### src/rtl/game2048_pkg.sv
// Shared definitions for the 2048 game: direction codes, game-state codes,
// the input-controller FSM encoding and the button priority encoder.
package game2048_pkg;

    // One-hot move codes presented to the game core
    localparam logic [3:0] DIR_NONE  = 4'b0000;
    localparam logic [3:0] DIR_UP    = 4'b0001;
    localparam logic [3:0] DIR_DOWN  = 4'b0010;
    localparam logic [3:0] DIR_LEFT  = 4'b0100;
    localparam logic [3:0] DIR_RIGHT = 4'b1000;

    // Game-state codes driven by the core
    localparam logic [1:0] GS_IDLE    = 2'b00;
    localparam logic [1:0] GS_PLAYING = 2'b01;
    localparam logic [1:0] GS_WIN     = 2'b10;
    localparam logic [1:0] GS_LOSE    = 2'b11;

    // Input controller FSM states
    typedef enum logic [1:0] {
        IN_IDLE    = 2'd0,
        IN_HOLD    = 2'd1,
        IN_RELEASE = 2'd2
    } in_state_t;

    // Lowest set press bit wins: up > down > left > right
    function automatic logic [3:0] dir_from_press(input logic [3:0] press);
        logic [3:0] dir;
        dir = DIR_NONE;
        if (press[0])      dir = DIR_UP;
        else if (press[1]) dir = DIR_DOWN;
        else if (press[2]) dir = DIR_LEFT;
        else if (press[3]) dir = DIR_RIGHT;
        return dir;
    endfunction

endpackage

### src/rtl/btn_debounce.sv
// Single-button conditioner: two-flop synchroniser, counter-based debounce
// and rising-edge detect on the debounced level.
// Ports:
//   clk   - system clock
//   rst   - synchronous active-high reset
//   raw   - asynchronous raw button input
//   level - debounced pressed level, active-high (registered)
//   press - one-cycle pulse on the debounced press edge
module btn_debounce #(
    parameter int unsigned DEBOUNCE_CYCLES = 500000,
    parameter bit          BTN_ACTIVE_LOW  = 1'b1
) (
    input  logic clk,
    input  logic rst,
    input  logic raw,
    output logic level,
    output logic press
);

    localparam int unsigned CNT_W    = $clog2(DEBOUNCE_CYCLES + 1);
    localparam logic        RELEASED = BTN_ACTIVE_LOW;

    logic             r_sync1;
    logic             r_sync2;
    logic             r_stable;
    logic             r_stable_d;
    logic [CNT_W-1:0] r_cnt;
    logic             w_p;

    // Synchroniser; stages preset to the released level so reset never looks like a press
    always_ff @(posedge clk) begin
        if (rst) begin
            r_sync1 <= RELEASED;
            r_sync2 <= RELEASED;
        end else begin
            r_sync1 <= raw;
            r_sync2 <= r_sync1;
        end
    end

    assign w_p = BTN_ACTIVE_LOW ? ~r_sync2 : r_sync2;

    // Accept a new level only after it persists DEBOUNCE_CYCLES consecutive cycles
    always_ff @(posedge clk) begin
        if (rst) begin
            r_cnt      <= '0;
            r_stable   <= 1'b0;
            r_stable_d <= 1'b0;
        end else begin
            r_stable_d <= r_stable;
            if (w_p == r_stable) begin
                r_cnt <= '0;
            end else if (r_cnt == CNT_W'(DEBOUNCE_CYCLES - 1)) begin
                r_stable <= w_p;
                r_cnt    <= '0;
            end else begin
                r_cnt <= r_cnt + CNT_W'(1);
            end
        end
    end

    assign level = r_stable;
    assign press = r_stable & ~r_stable_d;

endmodule

### src/rtl/direction_input_ctrl.sv
// Button front-end for the 2048 core: conditions four buttons and issues one
// one-hot move per physical press, held for HOLD_CYCLES, re-arming only after
// every button has been released.
// Ports:
//   clk       - system clock
//   rst       - synchronous active-high reset
//   btn_raw   - raw buttons, bit0 up, bit1 down, bit2 left, bit3 right
//   enable    - 1 = accept new presses
//   direction - one-hot move to the core, 0000 = none (registered)
//   btn_level - debounced pressed levels, active-high (registered)
//   busy      - 1 while in HOLD or RELEASE (registered)
module direction_input_ctrl
    import game2048_pkg::*;
#(
    parameter int unsigned DEBOUNCE_CYCLES = 500000,
    parameter int unsigned HOLD_CYCLES     = 4,
    parameter bit          BTN_ACTIVE_LOW  = 1'b1
) (
    input  logic       clk,
    input  logic       rst,
    input  logic [3:0] btn_raw,
    input  logic       enable,
    output logic [3:0] direction,
    output logic [3:0] btn_level,
    output logic       busy
);

    localparam int unsigned HOLD_W       = $clog2(HOLD_CYCLES + 1);
    // Longer than sync + debounce latency, so a button held across reset is
    // always seen before the block arms.
    localparam int unsigned QUIET_CYCLES = DEBOUNCE_CYCLES + 3;
    localparam int unsigned QUIET_W      = $clog2(QUIET_CYCLES + 1);

    in_state_t         r_state;
    in_state_t         w_state_nxt;
    logic [3:0]        r_dir;
    logic [3:0]        w_dir_nxt;
    logic [HOLD_W-1:0] r_hold_cnt;
    logic [HOLD_W-1:0] w_hold_nxt;
    logic              r_busy;
    logic              r_armed;
    logic [QUIET_W-1:0] r_quiet_cnt;
    logic [3:0]        w_level;
    logic [3:0]        w_press;

    // Per-button conditioning
    for (genvar gi = 0; gi < 4; gi++) begin : g_btn
        btn_debounce #(
            .DEBOUNCE_CYCLES (DEBOUNCE_CYCLES),
            .BTN_ACTIVE_LOW  (BTN_ACTIVE_LOW)
        ) u_debounce (
            .clk   (clk),
            .rst   (rst),
            .raw   (btn_raw[gi]),
            .level (w_level[gi]),
            .press (w_press[gi])
        );
    end

    // After reset, wait for an all-released quiet window before accepting presses
    always_ff @(posedge clk) begin
        if (rst) begin
            r_armed     <= 1'b0;
            r_quiet_cnt <= '0;
        end else if (!r_armed) begin
            if (w_level != 4'b0000) begin
                r_quiet_cnt <= '0;
            end else if (r_quiet_cnt == QUIET_W'(QUIET_CYCLES - 1)) begin
                r_armed     <= 1'b1;
                r_quiet_cnt <= '0;
            end else begin
                r_quiet_cnt <= r_quiet_cnt + QUIET_W'(1);
            end
        end
    end

    // FSM state and registered outputs
    always_ff @(posedge clk) begin
        if (rst) begin
            r_state    <= IN_IDLE;
            r_dir      <= DIR_NONE;
            r_hold_cnt <= '0;
            r_busy     <= 1'b0;
        end else begin
            r_state    <= w_state_nxt;
            r_dir      <= w_dir_nxt;
            r_hold_cnt <= w_hold_nxt;
            r_busy     <= (w_state_nxt != IN_IDLE);
        end
    end

    // Next-state and next-output logic
    always_comb begin
        w_state_nxt = r_state;
        w_dir_nxt   = r_dir;
        w_hold_nxt  = r_hold_cnt;
        case (r_state)
            IN_IDLE: begin
                w_dir_nxt = DIR_NONE;
                if (enable && r_armed && (|w_press)) begin
                    w_dir_nxt   = dir_from_press(w_press);
                    w_hold_nxt  = '0;
                    w_state_nxt = IN_HOLD;
                end
            end
            IN_HOLD: begin
                if (r_hold_cnt == HOLD_W'(HOLD_CYCLES - 1)) begin
                    w_dir_nxt   = DIR_NONE;
                    w_state_nxt = IN_RELEASE;
                end else begin
                    w_hold_nxt = r_hold_cnt + HOLD_W'(1);
                end
            end
            IN_RELEASE: begin
                // New presses here are ignored; only full release re-arms
                w_dir_nxt = DIR_NONE;
                if (w_level == 4'b0000) begin
                    w_state_nxt = IN_IDLE;
                end
            end
            default: begin
                w_dir_nxt   = DIR_NONE;
                w_state_nxt = IN_IDLE;
            end
        endcase
    end

    assign direction = r_dir;
    assign btn_level = w_level;
    assign busy      = r_busy;

endmodule

### config.mk
export PLATFORM = sky130hd
export DESIGN_NAME = direction_input_ctrl
export DESIGN_NICKNAME = d
export VERILOG_FILES = /design/src/rtl/game2048_pkg.sv /design/src/rtl/btn_debounce.sv /design/src/rtl/direction_input_ctrl.sv
export SDC_FILE = /design/constraint.sdc
export NUM_CORES = 1
export LEC_CHECK = 0
export BUFFER_PORTS_ARGS = -buffer_cell sky130_fd_sc_hd__buf_4
export CORE_ASPECT_RATIO = 1.25
export CORE_MARGIN = 4
export CORE_UTILIZATION = 27
export DETAILED_ROUTE_END_ITERATION = 6
export GPL_ROUTABILITY_DRIVEN = 0
export SLEW_MARGIN = 10
export SYNTH_ARGS = -nofsm -noshare
export SYNTH_HDL_FRONTEND = slang
export SYNTH_HIERARCHICAL = 1
export SYNTH_SLANG_ARGS = --single-unit
### constraint.sdc
create_clock -name clk -period 2.4 [get_ports clk]
set_input_delay 0.24 -clock clk [delete_from_list [all_inputs] [get_ports clk]]
set_output_delay 0.24 -clock clk [all_outputs]
set_load 0.01 [all_outputs]
==> results.py <==
metrics = {
    "grt": {
        "grt_max_degree": 51,
        "grt_pass1_wl_um": 18300,
        "first_global_vias": 4041,
        "grt-ovfl-total": 0,
        "grt_usage_pct": 9.65,
        "grt_antenna_before_repair": 0,
    },
    "floorplan": {
        "core_mm2": 0.0202,
        "rows": 58,
        "die_area_mm2": 0.0230,
        "die_h_um": 169,
        "boundaryPins": 16,
        "die_x_um": 137,
        "initial_core_util_pct": 27.5,
    },
    "timing": {
        "hold_viol_final": 0,
        "period_minus_slack_ns": 2.13,
        "setup_violations": 0,
        "final-max-slew-violation-count": 0,
        "worst_slack_ns": 0.274,
        "fin_crit_sh_pct": 88.6,
        "setup_tns_ns": 0,
        "finalClockSkew_ns": 0.00762,
        "slew_headroom_pct": 66.6,
        "hold_slack_ns": 0.0397,
        "max_freq_mhz": 470,
        "rsz0062_at_grt": "no",
        "worstMarginPinSlew_ns": 0.494,
    },
    "drt": {
        "vias_per_cell": 4.67,
        "drt-initial-drc-count": 223,
        "route.detailed.drc": 0,
        "routedWlPerCell_um": 11.4,
        "ant_nets": 0,
        "vias": 4428,
        "first_pass_iters": 4,
        "wl_um": 10800,
    },
    "yosys": {
        "synthesis.nets": 651,
        "yosysTopAreaCellShare_pct": 43.8,
        "synth.yosys.seq_area_share_pct": 43.8,
        "async_flop_share_pct": 0,
        "yosys-top-cells-count": "dfxtp_1 (122), nor2_1 (99), nand2_1 (49), xnor2_1 (42), nand3_1 (34)",
        "ys_seq_elements": 122,
        "synth.distinct_cells": 52,
        "synth.largest_area_cell": "dfxtp_1",
        "synthCells": 636,
        "netlist_area_mm2": 0.00558,
        "synth-edff-count": 0,
        "yosysWarnings": 6,
        "synth_most_common_cell": "dfxtp_1",
        "syn_avg_cell_area_um2": 8.77,
        "yosys_most_used_dff": "dfxtp_1",
        "yosys-top-cells-area": "dfxtp_1 (44%), nor2_1 (6.7%), xnor2_1 (6.6%), nand2_1 (3.3%), nand3_1 (3.1%)",
    },
    "clocking": {
        "cts_setup_buffers": 0,
        "hold_buffers": 0,
        "clock_tree.buffer_depth": 2,
        "post_cts_resized": 0,
        "clock_latency_ns": 0.41,
        "cts_tree": "yes",
        "root_buffer": "clkbuf_16",
        "htree_levels": 4,
        "numClockSinks": 122,
        "cts.reportedPaths.clkPinSlew_ns": 0.05,
        "cts_inserted_buffers": 17,
    },
    "placed_design": {
        "pre_cts_ws_ns": 0.259,
        "placed_cell_area_mm2": 0.00601,
        "hpwl_um": 7260,
        "io_buffers": 15,
    },
    "flow_run": {
        "maxCapViolCount": 0,
    },
    "worst_setup_path": {
        "cp_cell_sequence": "or4_1, a211o_1, or4_1, a31oi_1",
        "cpMostUsedCell": "or4_1",
        "crit_buf_inv": 0,
        "crit_fanout": 8,
        "crit_type": "reg2reg",
        "startpoint": "g_btn[1].u_debounce/level",
        "worstReg2RegStart": "g_btn[1].u_debounce/level",
        "worstPathRequired_ns": 2.73,
        "worstSetupStartpointType": "flop",
        "cpMaxStageDelayCell": "or4_1",
        "cp_slowest_stage_delay_ns": 0.67,
        "worstSetupEndpointType": "flop",
        "cp.arrival_ns": 2.46,
        "critPathTopFamily": "simple AND/OR/NAND/NOR gates",
    },
    "final_layout": {
        "final_cell_area_mm2": 0.00660,
        "fin_nets": 681,
        "fillers": 2065,
        "syn_to_final_growth_pct": 18.4,
        "drive_gt1_share_pct": 13.8,
        "diodes": 0,
    },
    "pwr": {
        "irDropWorstVdd_mv": 0.416,
        "p_per_area_mw_per_mm2": 704,
        "p_total_uw": 4640,
        "leakage_uw": 0.00209,
    },
    "status": {
        "outcome": "finished clean",
    },
    "min_path": {
        "hp-class": "in2reg",
        "min_from": "btn_raw[1]",
    },
}
## placed cells by master, fill, tap and decap left out, types with 5 or more instances in the layout
master	count
dfxtp_1	122
nor2_1	99
nand2_1	49
xnor2_1	42
nand3_1	34
a21oi_1	30
buf_4	24
inv_1	21
nor3_1	20
nor4_1	17
nand4_1	17
xor2_1	17
clkbuf_16	17
or4_1	12
or3_1	12
a31oi_1	12
nor2b_1	9
o21ai_0	9
or2_2	9
ha_1	8
o31ai_1	7
nor3b_1	6
nor4bb_1	5
and3_2	5
clkbuf_1	5
## worst register-to-register path: cells and delay by family (launching register included)
family / cells / cell delay (ns)
AND/OR/NAND/NOR: 2 / 1.17
flip-flops: 1 / 0.34
AO/OA/AOI/OAI: 2 / 0.55
## stage by stage
step / utilization, % / instances
detailed placement: 29.7 / 917
global placement: 29.7 / 917
global route: 32.6 / 949
CTS: 32.6 / 949
finish: 32.6 / 949
floorplan: - / 636
## final timing paths
kind | endpoint | depth (start not counted) | slack, ns
setup reg to reg | r_quiet_cnt[12] | 4 | 0.27
setup / recovery | r_quiet_cnt[12] | 4 | 0.27
hold reg to reg | g_btn[2].u_debounce/r_sync2 | 1 | 0.40
hold / removal | g_btn[1].u_debounce/r_sync1 | 2 | 0.04
## sequential cells by signal (all words and copies together) (netlist names), 2 cells and up
signal	count
r_state	2
direction	4
g_btn.u_debounce/r_sync2	4
r_hold_cnt	3
g_btn.u_debounce/r_sync1	4
g_btn.u_debounce/level	4
r_quiet_cnt	19
g_btn.u_debounce/r_stable_d	4
g_btn.u_debounce/r_cnt	76
## power by group
part | total (uW) | leakage [uW] | internal, uW | switching (uW)
Combinational | 64.0 | 0.000822 | 25.0 | 39.0
Clock | 2530 | 0.000288 | 1680 | 850
Sequential | 2050 | 0.000985 | 2040 | 10.9
## cell type report
cell class | count | area, um^2 | share of cell area, %
clock buffers | 24 | 472 | 7.15
repair buffers | 24 | 180 | 2.73
inverters | 21 | 78.8 | 1.19
multi-input cells | 480 | 2970 | 45.0
flip-flops and latches | 122 | 2440 | 37.0
clock inverters | 8 | 118 | 1.78
well taps | 270 | 338 | 5.12
## kinds of logic after synthesis
logic type               synth area share [%]
flip-flops                               43.8
AND/OR/NAND/NOR                          33.1
adder cells (fa/ha/maj)                  1.80
XOR/XNOR                                 9.27
buffers and inverters                    2.92
AO/OA/AOI/OAI                            8.12
multiplexers                            0.987
## per-layer routing
layer	track usage, %	wire (um)	up-vias	part of all wire, %
li1	-	-	2314	-
met1	11.7	5290	2047	49
met4	3.55	129	0	1.2
met5	0	0	-	0
met2	15.7	5040	58	47
met3	3.39	335	9	3.1
No activity file was read; power rests on OpenSTA's default activity.
